$ cat src/rtl/cla_pipe_adder.sv
// rtl/cla_pipe_adder.sv - pipelined carry-lookahead adder/subtractor with valid/ready stall
//
// Ports:
//   clk, rst (sync, active-low)
//   in_valid/in_ready, in1, in2, cin, sub : operand beat (sub=1 -> in1-in2, cin ignored)
//   out_valid/out_ready, sum, cout, ovf   : result beat (cout = inverted borrow when sub=1)
//   P, G                                  : 4-bit group propagate/generate of the result beat
module cla_pipe_adder #(
  parameter int WIDTH  = 32,
  parameter int STAGES = 2
) (
  input  logic               clk,
  input  logic               rst,
  input  logic               in_valid,
  output logic               in_ready,
  input  logic [WIDTH-1:0]   in1,
  input  logic [WIDTH-1:0]   in2,
  input  logic               cin,
  input  logic               sub,
  output logic               out_valid,
  input  logic               out_ready,
  output logic [WIDTH-1:0]   sum,
  output logic               cout,
  output logic               ovf,
  output logic [WIDTH/4-1:0] P,
  output logic [WIDTH/4-1:0] G
);

  localparam int SW = WIDTH / STAGES;  // bits per slice
  localparam int SG = SW / 4;          // 4-bit groups per slice
  localparam int NG = WIDTH / 4;       // groups in the whole word

  // Pipeline stage s: index 0 is the input register, index s holds slices 0..s-1 computed.
  // a/b keep the not-yet-computed operand bits, s keeps computed sum bits.
  logic             valid_q [0:STAGES];
  logic             valid_d [0:STAGES];
  logic [WIDTH-1:0] a_q     [0:STAGES];
  logic [WIDTH-1:0] a_d     [0:STAGES];
  logic [WIDTH-1:0] b_q     [0:STAGES];
  logic [WIDTH-1:0] b_d     [0:STAGES];
  logic [WIDTH-1:0] s_q     [0:STAGES];
  logic [WIDTH-1:0] s_d     [0:STAGES];
  logic [NG-1:0]    p_q     [0:STAGES];
  logic [NG-1:0]    p_d     [0:STAGES];
  logic [NG-1:0]    g_q     [0:STAGES];
  logic [NG-1:0]    g_d     [0:STAGES];
  logic             c_q     [0:STAGES];  // carry into the next uncomputed slice
  logic             c_d     [0:STAGES];
  logic             cm_q    [0:STAGES];  // carry into the MSB, valid once the top slice is done
  logic             cm_d    [0:STAGES];

  logic             out_valid_q, out_valid_d;
  logic [WIDTH-1:0] sum_q, sum_d;
  logic             cout_q, cout_d;
  logic             ovf_q, ovf_d;
  logic [NG-1:0]    pg_q, pg_d;
  logic [NG-1:0]    gg_q, gg_d;

  logic             en;
  logic [6:0]       r;
  logic             c;

  // One 4-bit lookahead group: returns {carry into bit 3, G, P, sum[3:0]}.
  function automatic logic [6:0] cla4(input logic [3:0] a, input logic [3:0] b, input logic ci);
    logic [3:0] p;
    logic [3:0] g;
    logic       c1, c2, c3, gg, pg;
    p  = a ^ b;
    g  = a & b;
    c1 = g[0] | (p[0] & ci);
    c2 = g[1] | (p[1] & g[0]) | (p[1] & p[0] & ci);
    c3 = g[2] | (p[2] & g[1]) | (p[2] & p[1] & g[0]) | (p[2] & p[1] & p[0] & ci);
    gg = g[3] | (p[3] & g[2]) | (p[3] & p[2] & g[1]) | (p[3] & p[2] & p[1] & g[0]);
    pg = &p;
    return {c3, gg, pg, p ^ {c3, c2, c1, ci}};
  endfunction

  // Whole pipeline advances together; a stalled output freezes everything.
  assign en       = !out_valid_q | out_ready;
  assign in_ready = en;

  always_comb begin
    r = '0;
    c = 1'b0;
    for (int s = 0; s <= STAGES; s++) begin
      valid_d[s] = valid_q[s];
      a_d[s]     = a_q[s];
      b_d[s]     = b_q[s];
      s_d[s]     = s_q[s];
      p_d[s]     = p_q[s];
      g_d[s]     = g_q[s];
      c_d[s]     = c_q[s];
      cm_d[s]    = cm_q[s];
    end
    if (en) begin
      valid_d[0] = in_valid;
      a_d[0]     = in1;
      b_d[0]     = in2 ^ {WIDTH{sub}};
      c_d[0]     = sub | cin;
      s_d[0]     = '0;
      p_d[0]     = '0;
      g_d[0]     = '0;
      cm_d[0]    = 1'b0;
      for (int s = 1; s <= STAGES; s++) begin
        valid_d[s] = valid_q[s-1];
        a_d[s]     = a_q[s-1];
        b_d[s]     = b_q[s-1];
        s_d[s]     = s_q[s-1];
        p_d[s]     = p_q[s-1];
        g_d[s]     = g_q[s-1];
        cm_d[s]    = cm_q[s-1];
        c          = c_q[s-1];
        // Groups inside a slice chain through their group P/G.
        for (int k = 0; k < SG; k++) begin
          r = cla4(a_q[s-1][((s-1)*SG+k)*4 +: 4], b_q[s-1][((s-1)*SG+k)*4 +: 4], c);
          s_d[s][((s-1)*SG+k)*4 +: 4] = r[3:0];
          p_d[s][(s-1)*SG+k]          = r[4];
          g_d[s][(s-1)*SG+k]          = r[5];
          if (((s-1)*SG+k) == NG-1) cm_d[s] = r[6];
          c = r[5] | (r[4] & c);
        end
        c_d[s] = c;
      end
    end
  end

  // Output register only loads data for real beats so idle outputs keep the last result.
  always_comb begin
    out_valid_d = out_valid_q;
    sum_d       = sum_q;
    cout_d      = cout_q;
    ovf_d       = ovf_q;
    pg_d        = pg_q;
    gg_d        = gg_q;
    if (en) begin
      out_valid_d = valid_q[STAGES];
      if (valid_q[STAGES]) begin
        sum_d  = s_q[STAGES];
        cout_d = c_q[STAGES];
        ovf_d  = cm_q[STAGES] ^ c_q[STAGES];
        pg_d   = p_q[STAGES];
        gg_d   = g_q[STAGES];
      end
    end
  end

  always_ff @(posedge clk) begin
    if (!rst) begin
      for (int s = 0; s <= STAGES; s++) begin
        valid_q[s] <= 1'b0;
        a_q[s]     <= '0;
        b_q[s]     <= '0;
        s_q[s]     <= '0;
        p_q[s]     <= '0;
        g_q[s]     <= '0;
        c_q[s]     <= 1'b0;
        cm_q[s]    <= 1'b0;
      end
      out_valid_q <= 1'b0;
      sum_q       <= '0;
      cout_q      <= 1'b0;
      ovf_q       <= 1'b0;
      pg_q        <= '0;
      gg_q        <= '0;
    end else begin
      for (int s = 0; s <= STAGES; s++) begin
        valid_q[s] <= valid_d[s];
        a_q[s]     <= a_d[s];
        b_q[s]     <= b_d[s];
        s_q[s]     <= s_d[s];
        p_q[s]     <= p_d[s];
        g_q[s]     <= g_d[s];
        c_q[s]     <= c_d[s];
        cm_q[s]    <= cm_d[s];
      end
      out_valid_q <= out_valid_d;
      sum_q       <= sum_d;
      cout_q      <= cout_d;
      ovf_q       <= ovf_d;
      pg_q        <= pg_d;
      gg_q        <= gg_d;
    end
  end

  assign out_valid = out_valid_q;
  assign sum       = sum_q;
  assign cout      = cout_q;
  assign ovf       = ovf_q;
  assign P         = pg_q;
  assign G         = gg_q;

endmodule

$ cat config.mk
export PLATFORM = sky130hd
export DESIGN_NAME = cla_pipe_adder
export DESIGN_NICKNAME = d
export VERILOG_FILES = /design/src/rtl/cla_pipe_adder.sv
export SDC_FILE = /design/constraint.sdc
export NUM_CORES = 1
export LEC_CHECK = 0
export ABC_AREA = 0
export BUFFER_PORTS_ARGS = -buffer_cell sky130_fd_sc_hd__buf_4
export CORE_MARGIN = 2
export CORE_UTILIZATION = 30
export DETAILED_ROUTE_END_ITERATION = 16
export SYNTH_ARGS = -nofsm -noshare
export SYNTH_HDL_FRONTEND = slang
export SYNTH_SLANG_ARGS = --single-unit
export TNS_END_PERCENT = 5
$ cat constraint.sdc
create_clock -name clk -period 6.33 [get_ports clk]
set_clock_uncertainty 0.1 [all_clocks]
set_input_delay 0 -clock clk [delete_from_list [all_inputs] [get_ports clk]]
set_output_delay 0 -clock clk [all_outputs]
set_load 0.05 [all_outputs]
==> impl_metrics.tcl <==
set metrics [dict create \
    synth_area_leader_cell "edfxtp_1" \
    diodes 0 \
    grt_start_max_net_pins 113 \
    final_cell_mix "nand2_1 (212), dfxtp_1 (129), buf_4 (127), and2_1 (110), edfxtp_1 (97)" \
    holdPathStages 2 \
    grt_util_all_layers_pct 12.4 \
    rsz0062_at_grt "false" \
    drv_slew 0 \
    yosysTopAreaCellShare_pct 29.8 \
    power_density_mw_per_mm2 262 \
    avgSynthCellArea_um2 10.5 \
    critPathKind "reg2reg" \
    cp_top_family "simple AND/OR/NAND/NOR gates" \
    synthCells 933 \
    drive_gt1_share_pct 15.0 \
    port_buffers 121 \
    critical_path_buf_inv_count 2 \
    synth_seq_cells 226 \
    worst_r2r_path_depth 4 \
    numCtsBuffers 23 \
    slowest_stage "buf_4" \
    cp-end-kind "flip-flop" \
    nets 1207 \
    crit_chain "nor2b_4 -> and2_1 -> clkinv_2 -> buf_4" \
    avgViaCountPerCell 4.28 \
    first_pass_iters 4 \
    grt_overflow_total 0 \
    cp-start-kind "flip-flop" \
    syn-cell-area_mm2 0.00978 \
    cts_sinks 226 \
    dieHeight_um 185 \
    fin_setup_tns_ns 0 \
    synth_cell_types 37 \
    syn2layout_area_growth_pct 27.9 \
    max_stage_delay_ns 0.54 \
    fin_crit_ns 2.90 \
    io_pins 122 \
    synth_nets 1043 \
    drv_cap 0 \
    clock_latency_ns 0.52 \
    grt_pass1_vias 6571 \
    cts_max_path_buffers 3 \
    critPathRequiredTime_ns 6.37 \
    root_buffer "clkbuf_16" \
    cts_setup_buffers 0 \
    fmax_mhz 345 \
    finalHoldViolCount 0 \
    drt_drc_violations_left 0 \
    synth_area_leaders "edfxtp_1 (30%), dfxtp_1 (26%), nand2_1 (8.1%), and2_1 (7.0%), a21boi_0 (6.5%)" \
    hold_class "in2reg" \
    final_common_cell "nand2_1" \
    core_area_mm2 0.0323 \
    cp_max_fo 74 \
    final.fill_count 3231 \
    setup_viol 0 \
    dr_total_vias 6660 \
    ant_nets 0 \
    wl_per_cell_um 13.6 \
    fp.dieArea_mm2 0.0340 \
    cts_resized 0 \
    place.gp.congestion 0.851 \
    peakVddDrop_mv 0.202 \
    yosys_warnings 0 \
    start_util_pct 30.3 \
    cp_num_cells 4 \
    max-slew-margin-rel_pct 40.8 \
    yosysSeqAreaShare_pct 56.2 \
    whs_ns 0.0397 \
    post-dp-hpwl_um 14700 \
    grt_pass1_wl_um 34400 \
    antenna_found_initial 0 \
    cts_tree "done" \
    worstPathArrival_ns 2.94 \
    path_clk_slew_ns 0.06 \
    finalWirelength_um 21200 \
    status "finished clean" \
    leakagePower_uw 0.00516 \
    drt_first_iter_violations 313 \
    row_count 66 \
    htreeDepth 1 \
    tightest_slew_ns 0.888 \
    fin_crit_sh_pct 45.8 \
    die_x_um 185 \
]
[synthesized netlist by cell type]
library cell  number
dfxtp_1          129
o211a_1           16
o211ai_1           3
o21bai_1           2
a31oi_1            2
nand4_1           11
nor2_1             7
fa_1               8
and2_1           110
xor2_1            39
nor3_1             3
a21boi_0          85
o22ai_1            1
or4_1              2
buf_1              3
o311a_1            1
o21ai_0           27
nand2b_1           2
nand3_1            9
nand2_1          212
o21a_1             5
clkbuf_1          53
xnor2_1           14
edfxtp_1          97
o221a_2            2
a21o_1             5
a211oi_1           1
o21a_4             1
or3_1              1
a22o_1             1
ha_1              32
inv_1             15
a21oi_1           24
o31ai_1            3
nor2b_1            5
a32o_1             1
inv_2              1
[timing repair]
action,in CTS,in global routing
hold buffers,68,0
setup endpoints to repair,0,0
hold endpoints to repair,88,0
[report_power, final]
part	leakage (µW)	internal [µW]	switching (µW)	total, µW
clock network	0.000362	776	541	1320
logic	0.00261	159	155	314
registers	0.00218	1600	38.9	1640
[cells by family (layout without fill, tap and decap cells)]
| group | after synthesis | count (layout) | share of synthesized area, % |
|---|---|---|---|
| XOR/XNOR | 53 | 53 | 4.75 |
| AND/OR/NAND/NOR | 362 | 362 | 17.4 |
| AO/OA/AOI/OAI | 180 | 180 | 13.1 |
| adder cells (fa/ha/maj) | 40 | 40 | 5.73 |
| buffers and inverters | 72 | 253 | 2.76 |
| flip-flops | 226 | 226 | 56.2 |
[routing by layer]
metal / up-vias / global-route usage, % / share of wire [%]
met5: - / 0 / 0
met4: 0 / 3.84 / 1.9
met3: 29 / 2.29 / 5.3
met2: 137 / 18.2 / 41
met1: 3000 / 18.4 / 52
li1: 3494 / - / -
[sequential cells by signal, indices dropped and copies added (netlist names)]
register and count:
G 8, P 8, a_q 48, b_q 48
c_q 3, cm_q 1, cout 1, g_q 12
out_valid 1, ovf 1, p_q 12, s_q 48
sum 32, valid_q 3
[final cells by class]
class	instances	area, µm²	share of cell area [%]
multi-input cells	635	4020	32.1
inverters	16	61.3	0.491
clock buffers	30	623	4.99
repair buffers	195	1630	13.1
clock inverters	12	114	0.911
flip-flops and latches	226	5500	44.0
well taps	442	553	4.42
[stage by stage]
| stage | worst slack, ns | instances | util (%) | cell area, µm² | power, µW |
|---|---|---|---|---|---|
| detailed placement | 3.39 | 1446 | 34.3 | 11100 | 1960 |
| CTS | 3.38 | 1556 | 38.7 | 12500 | 3320 |
| floorplan | 2.63 | 933 | - | 9780 | 1850 |
| global placement | 3.48 | 1446 | 34.3 | 11100 | 1950 |
| global route | 3.20 | 1556 | 38.7 | 12500 | 3420 |
| finish | 3.43 | 1556 | 38.7 | 12500 | 3270 |
[path summary, 6_finish.rpt]
path | to | start | slack, ns
hold / removal | sum[8] | rst | 0.04
setup reg to reg | a_q[0][5] | out_valid | 3.43
hold reg to reg | sum[9] | sum[9] | 0.36
setup / recovery | a_q[0][5] | out_valid | 3.43
(Power assumes the default switching activity.)
